[config.mk]
export PLATFORM = sky130hd
export DESIGN_NAME = alu_operand_stage
export DESIGN_NICKNAME = d
export VERILOG_FILES = /design/src/rtl/alu_operand_stage.sv
export SDC_FILE = /design/constraint.sdc
export NUM_CORES = 1
export LEC_CHECK = 0
export ABC_CLOCK_PERIOD_IN_PS = 1600
export CAP_MARGIN = 20
export CORE_UTILIZATION = 37
export CTS_CLUSTER_DIAMETER = 50
export DETAILED_ROUTE_END_ITERATION = 16
export PLACE_DENSITY = 0.78
export SLEW_MARGIN = 20
export SYNTH_ARGS = -nofsm -noshare
export SYNTH_HDL_FRONTEND = slang
export SYNTH_SLANG_ARGS = --single-unit
[constraint.sdc]
create_clock -name clk -period 1.6 [get_ports clk]
set_input_delay 0.32 -clock clk [delete_from_list [all_inputs] [get_ports clk]]
set_output_delay 0.32 -clock clk [all_outputs]
set_load 0.1 [all_outputs]
[src/rtl/alu_operand_stage.sv]
// alu_operand_stage: decode-to-execute register feeding a combinational ALU.
// Resolves EX/WB operand forwarding, immediate/shamt selection, the load-use
// interlock, flush and valid/ready backpressure; out_* are registered and
// drive the ALU directly.
// Ports:
//   clk, rst_n            clock, asynchronous active-low reset
//   flush                 squash held instruction and current input
//   in_valid/in_ready     decode handshake (in_ready independent of in_valid)
//   in_opcode..in_dest    decoded instruction fields and register-file reads
//   ex_fwd_*, wb_fwd_*    forwarding sources, EX has priority over WB
//   load_pend, load_addr  pending load in EX whose data is not yet available
//   out_valid/out_ready   execute handshake
//   out_opcode/a/b/dest   registered ALU inputs and destination
module alu_operand_stage #(
    parameter int WORD_SIZE = 32,
    parameter int ADDR_SIZE = 5
) (
    input  logic                 clk,
    input  logic                 rst_n,
    input  logic                 flush,
    input  logic                 in_valid,
    output logic                 in_ready,
    input  logic [3:0]           in_opcode,
    input  logic [ADDR_SIZE-1:0] in_rs_addr,
    input  logic [ADDR_SIZE-1:0] in_rt_addr,
    input  logic [WORD_SIZE-1:0] in_rs_data,
    input  logic [WORD_SIZE-1:0] in_rt_data,
    input  logic [15:0]          in_imm,
    input  logic [4:0]           in_shamt,
    input  logic                 in_use_imm,
    input  logic                 in_sign_ext,
    input  logic                 in_use_shamt,
    input  logic [ADDR_SIZE-1:0] in_dest,
    input  logic                 ex_fwd_en,
    input  logic [ADDR_SIZE-1:0] ex_fwd_addr,
    input  logic [WORD_SIZE-1:0] ex_fwd_data,
    input  logic                 wb_fwd_en,
    input  logic [ADDR_SIZE-1:0] wb_fwd_addr,
    input  logic [WORD_SIZE-1:0] wb_fwd_data,
    input  logic                 load_pend,
    input  logic [ADDR_SIZE-1:0] load_addr,
    output logic                 out_valid,
    input  logic                 out_ready,
    output logic [3:0]           out_opcode,
    output logic [WORD_SIZE-1:0] out_a,
    output logic [WORD_SIZE-1:0] out_b,
    output logic [ADDR_SIZE-1:0] out_dest
);
    logic                 hazard;
    logic                 accept;
    logic [WORD_SIZE-1:0] fwd_rs;
    logic [WORD_SIZE-1:0] fwd_rt;
    logic [WORD_SIZE-1:0] sel_a;
    logic [WORD_SIZE-1:0] sel_b;

    // A pending load only stalls operands that are actually read from the register file.
    assign hazard = load_pend && (load_addr != '0) &&
                    ((!in_use_shamt && in_rs_addr == load_addr) ||
                     (!in_use_imm && in_rt_addr == load_addr));
    assign in_ready = !flush && !hazard && (!out_valid || out_ready);
    assign accept   = in_valid && in_ready;

    // Register 0 is hardwired to zero and must never pick up forwarded data.
    assign fwd_rs = (in_rs_addr == '0) ? '0 :
                    (ex_fwd_en && ex_fwd_addr == in_rs_addr) ? ex_fwd_data :
                    (wb_fwd_en && wb_fwd_addr == in_rs_addr) ? wb_fwd_data : in_rs_data;
    assign fwd_rt = (in_rt_addr == '0) ? '0 :
                    (ex_fwd_en && ex_fwd_addr == in_rt_addr) ? ex_fwd_data :
                    (wb_fwd_en && wb_fwd_addr == in_rt_addr) ? wb_fwd_data : in_rt_data;

    assign sel_a = in_use_shamt ? {{(WORD_SIZE-5){1'b0}}, in_shamt} : fwd_rs;
    assign sel_b = in_use_imm ? {{(WORD_SIZE-16){in_sign_ext & in_imm[15]}}, in_imm} : fwd_rt;

    always_ff @(posedge clk or negedge rst_n) begin
        if (!rst_n) begin
            out_valid  <= 1'b0;
            out_opcode <= '0;
            out_a      <= '0;
            out_b      <= '0;
            out_dest   <= '0;
        end else if (flush) begin
            out_valid <= 1'b0;
        end else if (accept) begin
            out_valid  <= 1'b1;
            out_opcode <= in_opcode;
            out_a      <= sel_a;
            out_b      <= sel_b;
            out_dest   <= in_dest;
        end else if (out_valid && out_ready) begin
            out_valid <= 1'b0;
        end
    end
endmodule

# ---- Word-level counts from Yosys, hierarchy flattened
# Cells that the tools add are included.
dict set report totals {
  inputBits 194
  ff_bits 74
  out_inout_bits 75
}
dict set report op_classes {
  n_bitwise 2
  n_mux 11
  n_reduce_logical 24
  eq_ne 6
}
# cell count
set op_table {}
lappend op_table {{$mux W32} 8}
lappend op_table {{$eq A5 B5 Y1} 6}
lappend op_table {{$logic_and A1 B1 Y1} 12}
lappend op_table {{$logic_not A5 Y1} 2}
lappend op_table {{$logic_not A1 Y1} 5}
lappend op_table {{$reduce_bool A5 Y1} 1}
lappend op_table {{$mux W1} 3}
lappend op_table {{$reduce_bool A3 Y1} 1}
lappend op_table {{$logic_or A1 B1 Y1} 2}
lappend op_table {{$reduce_and A2 Y1} 1}
lappend op_table {{$and A1 B1 Y1} 1}
lappend op_table {{$not A1 Y1} 1}

# ---- Depth between registers and ports, before layout
dict set report depth {
  depth_word 10
  mapped_depth 8
}

# ---- Worst setup path after synthesis
# No wires, ideal clock.
dict set report synth_timing {
  kind {input to output}
  start {in load_addr[1]}
  end {out in_ready}
  path_slack_ps -2175
  t_required_ps 1280
  arrival_ps 3455
  stages 5
  cell_sequence {or4_1 -> o21a_1 -> inv_1 -> nor2_1 -> nor3b_1}
}
dict set report synth_via {
  elab_chain_cells 7
  word_cells_on_any_way 11
}
# item line_no
set synth_lines {}
lappend synth_lines {{start: declaration} 41} ;# input logic [ADDR_SIZE-1:0] load_addr,
lappend synth_lines {{$eq A5 B5 Y1, on equally long branches} {58, 59}}
lappend synth_lines {{$logic_and A1 B1 Y1, on equally long branches} {58, 59}}
lappend synth_lines {{$logic_or A1 B1 Y1} 58} ;# ((!in_use_shamt && in_rs_addr == load_addr) ||
lappend synth_lines {{$logic_and A1 B1 Y1 *} 57} ;# assign hazard = load_pend && (load_addr != '0) &&
lappend synth_lines {{$logic_not A1 Y1 *} 60} ;# assign in_ready = !flush && !hazard && (!out_valid || out_ready);
lappend synth_lines {{$logic_and A1 B1 Y1 * (2 in series)} 60}
lappend synth_lines {{end: declaration} 22} ;# output logic in_ready,
# Mark *: on every way between the ends. The rest lies on a longest branch, timed or not.

# ---- Worst setup path in the final report
dict set report layout_timing {
  start {in in_use_imm}
  end {out in_ready}
}
dict set report layout_via {
  elab_chain_cells 7
}
# item line_no
set layout_lines {}
lappend layout_lines {{start: declaration} 30} ;# input logic in_use_imm,
lappend layout_lines {{$logic_not A1 Y1} 59} ;# (!in_use_imm && in_rt_addr == load_addr));
lappend layout_lines {{$logic_and A1 B1 Y1} 59}
lappend layout_lines {{$logic_or A1 B1 Y1} 58}
lappend layout_lines {{$logic_and A1 B1 Y1} 57}
lappend layout_lines {{$logic_not A1 Y1} 60}
lappend layout_lines {{$logic_and A1 B1 Y1 (2 in series)} 60}
# Every way passes these cells.

==> results.sh <==
export IMPL_worstMarginPinSlew_ps=482.0
export IMPL_ioPinCount=269
export IMPL_drive_gt1_share_pct=33.08
export IMPL_r2r_start="out_valid$_DFFE_PN0P_"
export IMPL_cts_sinks=74
export IMPL_dp_slack_ps=-936.3
export IMPL_h_tree_depth=3
export IMPL_leakage_nw=4.602
export IMPL_stdcell_count=1111
export IMPL_max_slew_margin_pct=67.87
export IMPL_final_setup_worst_slack_ps=-456.3
export IMPL_hold_viol_final=12
export IMPL_gp_congestion=0.9227
export IMPL_r2r_end="out_a[27]$_DFFE_PN0P_"
export IMPL_setup_viol=75
export IMPL_fp_coreArea_um2=14100
export IMPL_syn_area_um2=5419
export IMPL_slew_viol_final=0
export IMPL_met1_length_um=9692
export IMPL_rows=43
export IMPL_viasPerCell=6.127
export IMPL_cpPeakStageDelay_ps=550
export IMPL_layout_common_cells="clkdlybuf4s50_1, buf_12, dfrtp_1, buf_4, inv_1"
export IMPL_wl_per_cell_um=23.34
export IMPL_crit_family="buffers and inverters"
export IMPL_overflow=0
export IMPL_syn_inst=609
export IMPL_clk_pin_slew_ps=60
export IMPL_wirelength_um=25930
export IMPL_crit_type="in2out"
export IMPL_whs_ps=-47.98
export IMPL_reg2reg_slack_ps=-240
export IMPL_grt_pass1_vias=6734
export IMPL_hpwlAfterDp_um=17920
export IMPL_cp_cell_sequence="clkdlybuf4s50_1, nand2b_4, o32a_1, nor2_4, nor3b_4, buf_12"
export IMPL_final_area_um2=10630
export IMPL_vias=6807
export IMPL_period_needed_ps=2056
export IMPL_first_pass_iters=5
export IMPL_ys_ff_latch=74
export IMPL_worst_skew_pair_late_latency_ps=340
export IMPL_die_area_um2=15130
export IMPL_io_buffers=268
export IMPL_ys_flop_type="dfrtp_1"
export IMPL_cap_violations=0
export IMPL_syn_avg_cell_area_um2=8.898
export IMPL_tritoncts="done"
export IMPL_synth_edff_count=0
export IMPL_tns_ps=-23470
export IMPL_ctsHoldBuffers=0
export IMPL_fmax_mhz=486.3
export IMPL_min_path_type="in2async"
export IMPL_status="finished with violations"
export IMPL_grt_max_degree=75
export IMPL_drc=0
export IMPL_startpoint_type="primary input"
export IMPL_antenna_left=0
export IMPL_violations="negative hold slack, negative setup slack"
export IMPL_worst_path_buf_inv=2
export IMPL_track_usage_pct=32.67
export IMPL_grt_setup_unrepaired="true"
export IMPL_r2r_cells=6
export IMPL_grt_pass1_wl_um=36780
export IMPL_peakVddDrop_mv=0.6072
export IMPL_cp_max_fo=2
export IMPL_wl_met3_um=2566
export IMPL_synth_distinct_cells=44
export IMPL_fin_crit_sh_pct=128.5
export IMPL_cp_data_required_time_ps=1280
export IMPL_ys_seq_area_share_pct=34.17
export IMPL_top_layer="met4"
export IMPL_critPathCaptureType="primary output"
export IMPL_start_util_pct=38.44
export IMPL_cts_buffers=9
export IMPL_place_inst=1071
export IMPL_root_buffer="clkbuf_16"
export IMPL_fin_nets=1117
export IMPL_fin_skew_ps=10.20
export IMPL_cp_data_arrival_time_ps=1740
export IMPL_fp_dieH_um=123.0
export IMPL_crit_slowest_cell="clkdlybuf4s50_1"
export IMPL_flow_area_growth_from_synthesis_pct=96.24
export IMPL_p_per_area_nw_per_um2=1014
export IMPL_wl_met2_um=12210
export IMPL_layout_commonest_cell="clkdlybuf4s50_1"
export IMPL_clock_path_buffers=2
export IMPL_async_reset_ff_share_pct=100.0
export IMPL_ys_warn_count=0
export IMPL_place_area_um2=9742
export IMPL_antenna_found_initial=2
export IMPL_drt_iter0_markers=718
export IMPL_die_x_um=123.0
export IMPL_syn_num_nets=803
==> worst reg2reg max path: stages, from the launching register on <==
cell	delay, ps
dfrtp_4	490
nand2b_4	70
nand3b_1	240
a21oi_4	250
buf_4	180
clkbuf_16	190
mux2_4	310
==> state kept, by name (all words and copies together), names as in the netlist <==
| name | flops |
|---|---|
| out_a | 32 |
| out_b | 32 |
| out_dest | 5 |
| out_opcode | 4 |
| out_valid | 1 |
==> how the worst max path moves through the flow <==
| stage | slack, ps | endpoint | start | depth (start not counted) |
|---|---|---|---|---|
| after detailed placement | -940 | out_b[26]$_DFFE_PN0P_ | in_rt_addr[4] | 8 |
| after global placement | -850 | out_dest[3]$_DFFE_PN0P_ | load_addr[1] | 6 |
| final | -460 | in_ready | in_use_imm | 6 |
| after floorplan | -800 | in_ready | load_addr[1] | 5 |
| after global routing | -480 | in_ready | load_addr[1] | 8 |
| after CTS | -420 | in_ready | load_addr[2] | 7 |
==> cell type report <==
class | count | area (um2)
Multi-Input combinational cell | 418 | 3513
Antenna cell | 3 | 7.507
Clock buffer | 10 | 229.0
Inverter | 50 | 190.2
Timing Repair Buffer | 370 | 4548
Clock inverter | 6 | 65.06
Fill cell | 936 | 3462
Tap cell | 180 | 225.2
Sequential cell | 74 | 1856
==> report_power, final <==
part / switching, mW / internal [mW] / total, mW / leakage [nW]
logic: 3.59 / 2.50 / 6.10 / 3.58
clock network: 0.861 / 1.21 / 2.07 / 0.143
registers: 0.409 / 2.20 / 2.61 / 0.882
==> logic make-up after synthesis <==
family	Yosys count	share of synthesized area, %
AOI/OAI and AO/OA	223	30.04
and+or+nand+nor	129	13.53
buffers and inverters	117	9.305
DFF	74	34.17
muxes	36	8.104
xor gates and xnor gates	30	4.849
==> per-layer routing <==
layer,global-route usage (%),vias to the layer above
li1,-,2936
met1,39.98,3268
met2,52.81,490
met3,7.149,113
met4,19.28,0
met5,0,-
==> per-stage QoR <==
step	utilization (%)	power (mW)	hold WS, ps
after detailed placement	69.11	8.498	384.7
final	75.44	10.78	-47.98
after floorplan	-	5.814	24.41
after CTS	73.80	10.69	12.97
after global placement	69.11	8.441	377.6
after global routing	75.40	11.07	6.604
==> cell usage after synthesis (2+ instances only) <==
master     count  share of area [%]
mux2_2        27                5.6
a2bb2oi_1     16                2.6
nand4_1        4               0.46
a21boi_0      32                4.4
nand2_1       12               0.83
nor3_1        32                3.0
a31oi_1       32                3.7
a21oi_1       17                1.6
o21ai_0       33                3.0
buf_6          3               0.62
and3_1        32                3.7
nand3_1       32                3.0
nand2b_1       3               0.35
or4_1          3               0.42
nor4_4         2               0.79
a32oi_1       16                2.6
buf_4          3               0.42
dfrtp_1       74                 34
clkbuf_1      48                3.3
mux2_4         9                2.5
a311oi_1      32                5.2
buf_2         11                1.0
xnor2_1       20                3.2
o32a_1         6                1.1
inv_1         50                3.5
o31ai_1       32                4.4
and2_0         2               0.23
xor2_1        10                1.6
==> timing repair <==
| item | CTS | global route |
|---|---|---|
| endpoints found under the hold margin | 0 | 0 |
| pin swaps | 15 | 22 |
| setup endpoints to repair | 75 | 75 |
| gates resized for setup | 78 | 69 |
| buffers inserted | 13 | 6 |
| gates cloned | 4 | 2 |
(Power assumes the default switching activity.)
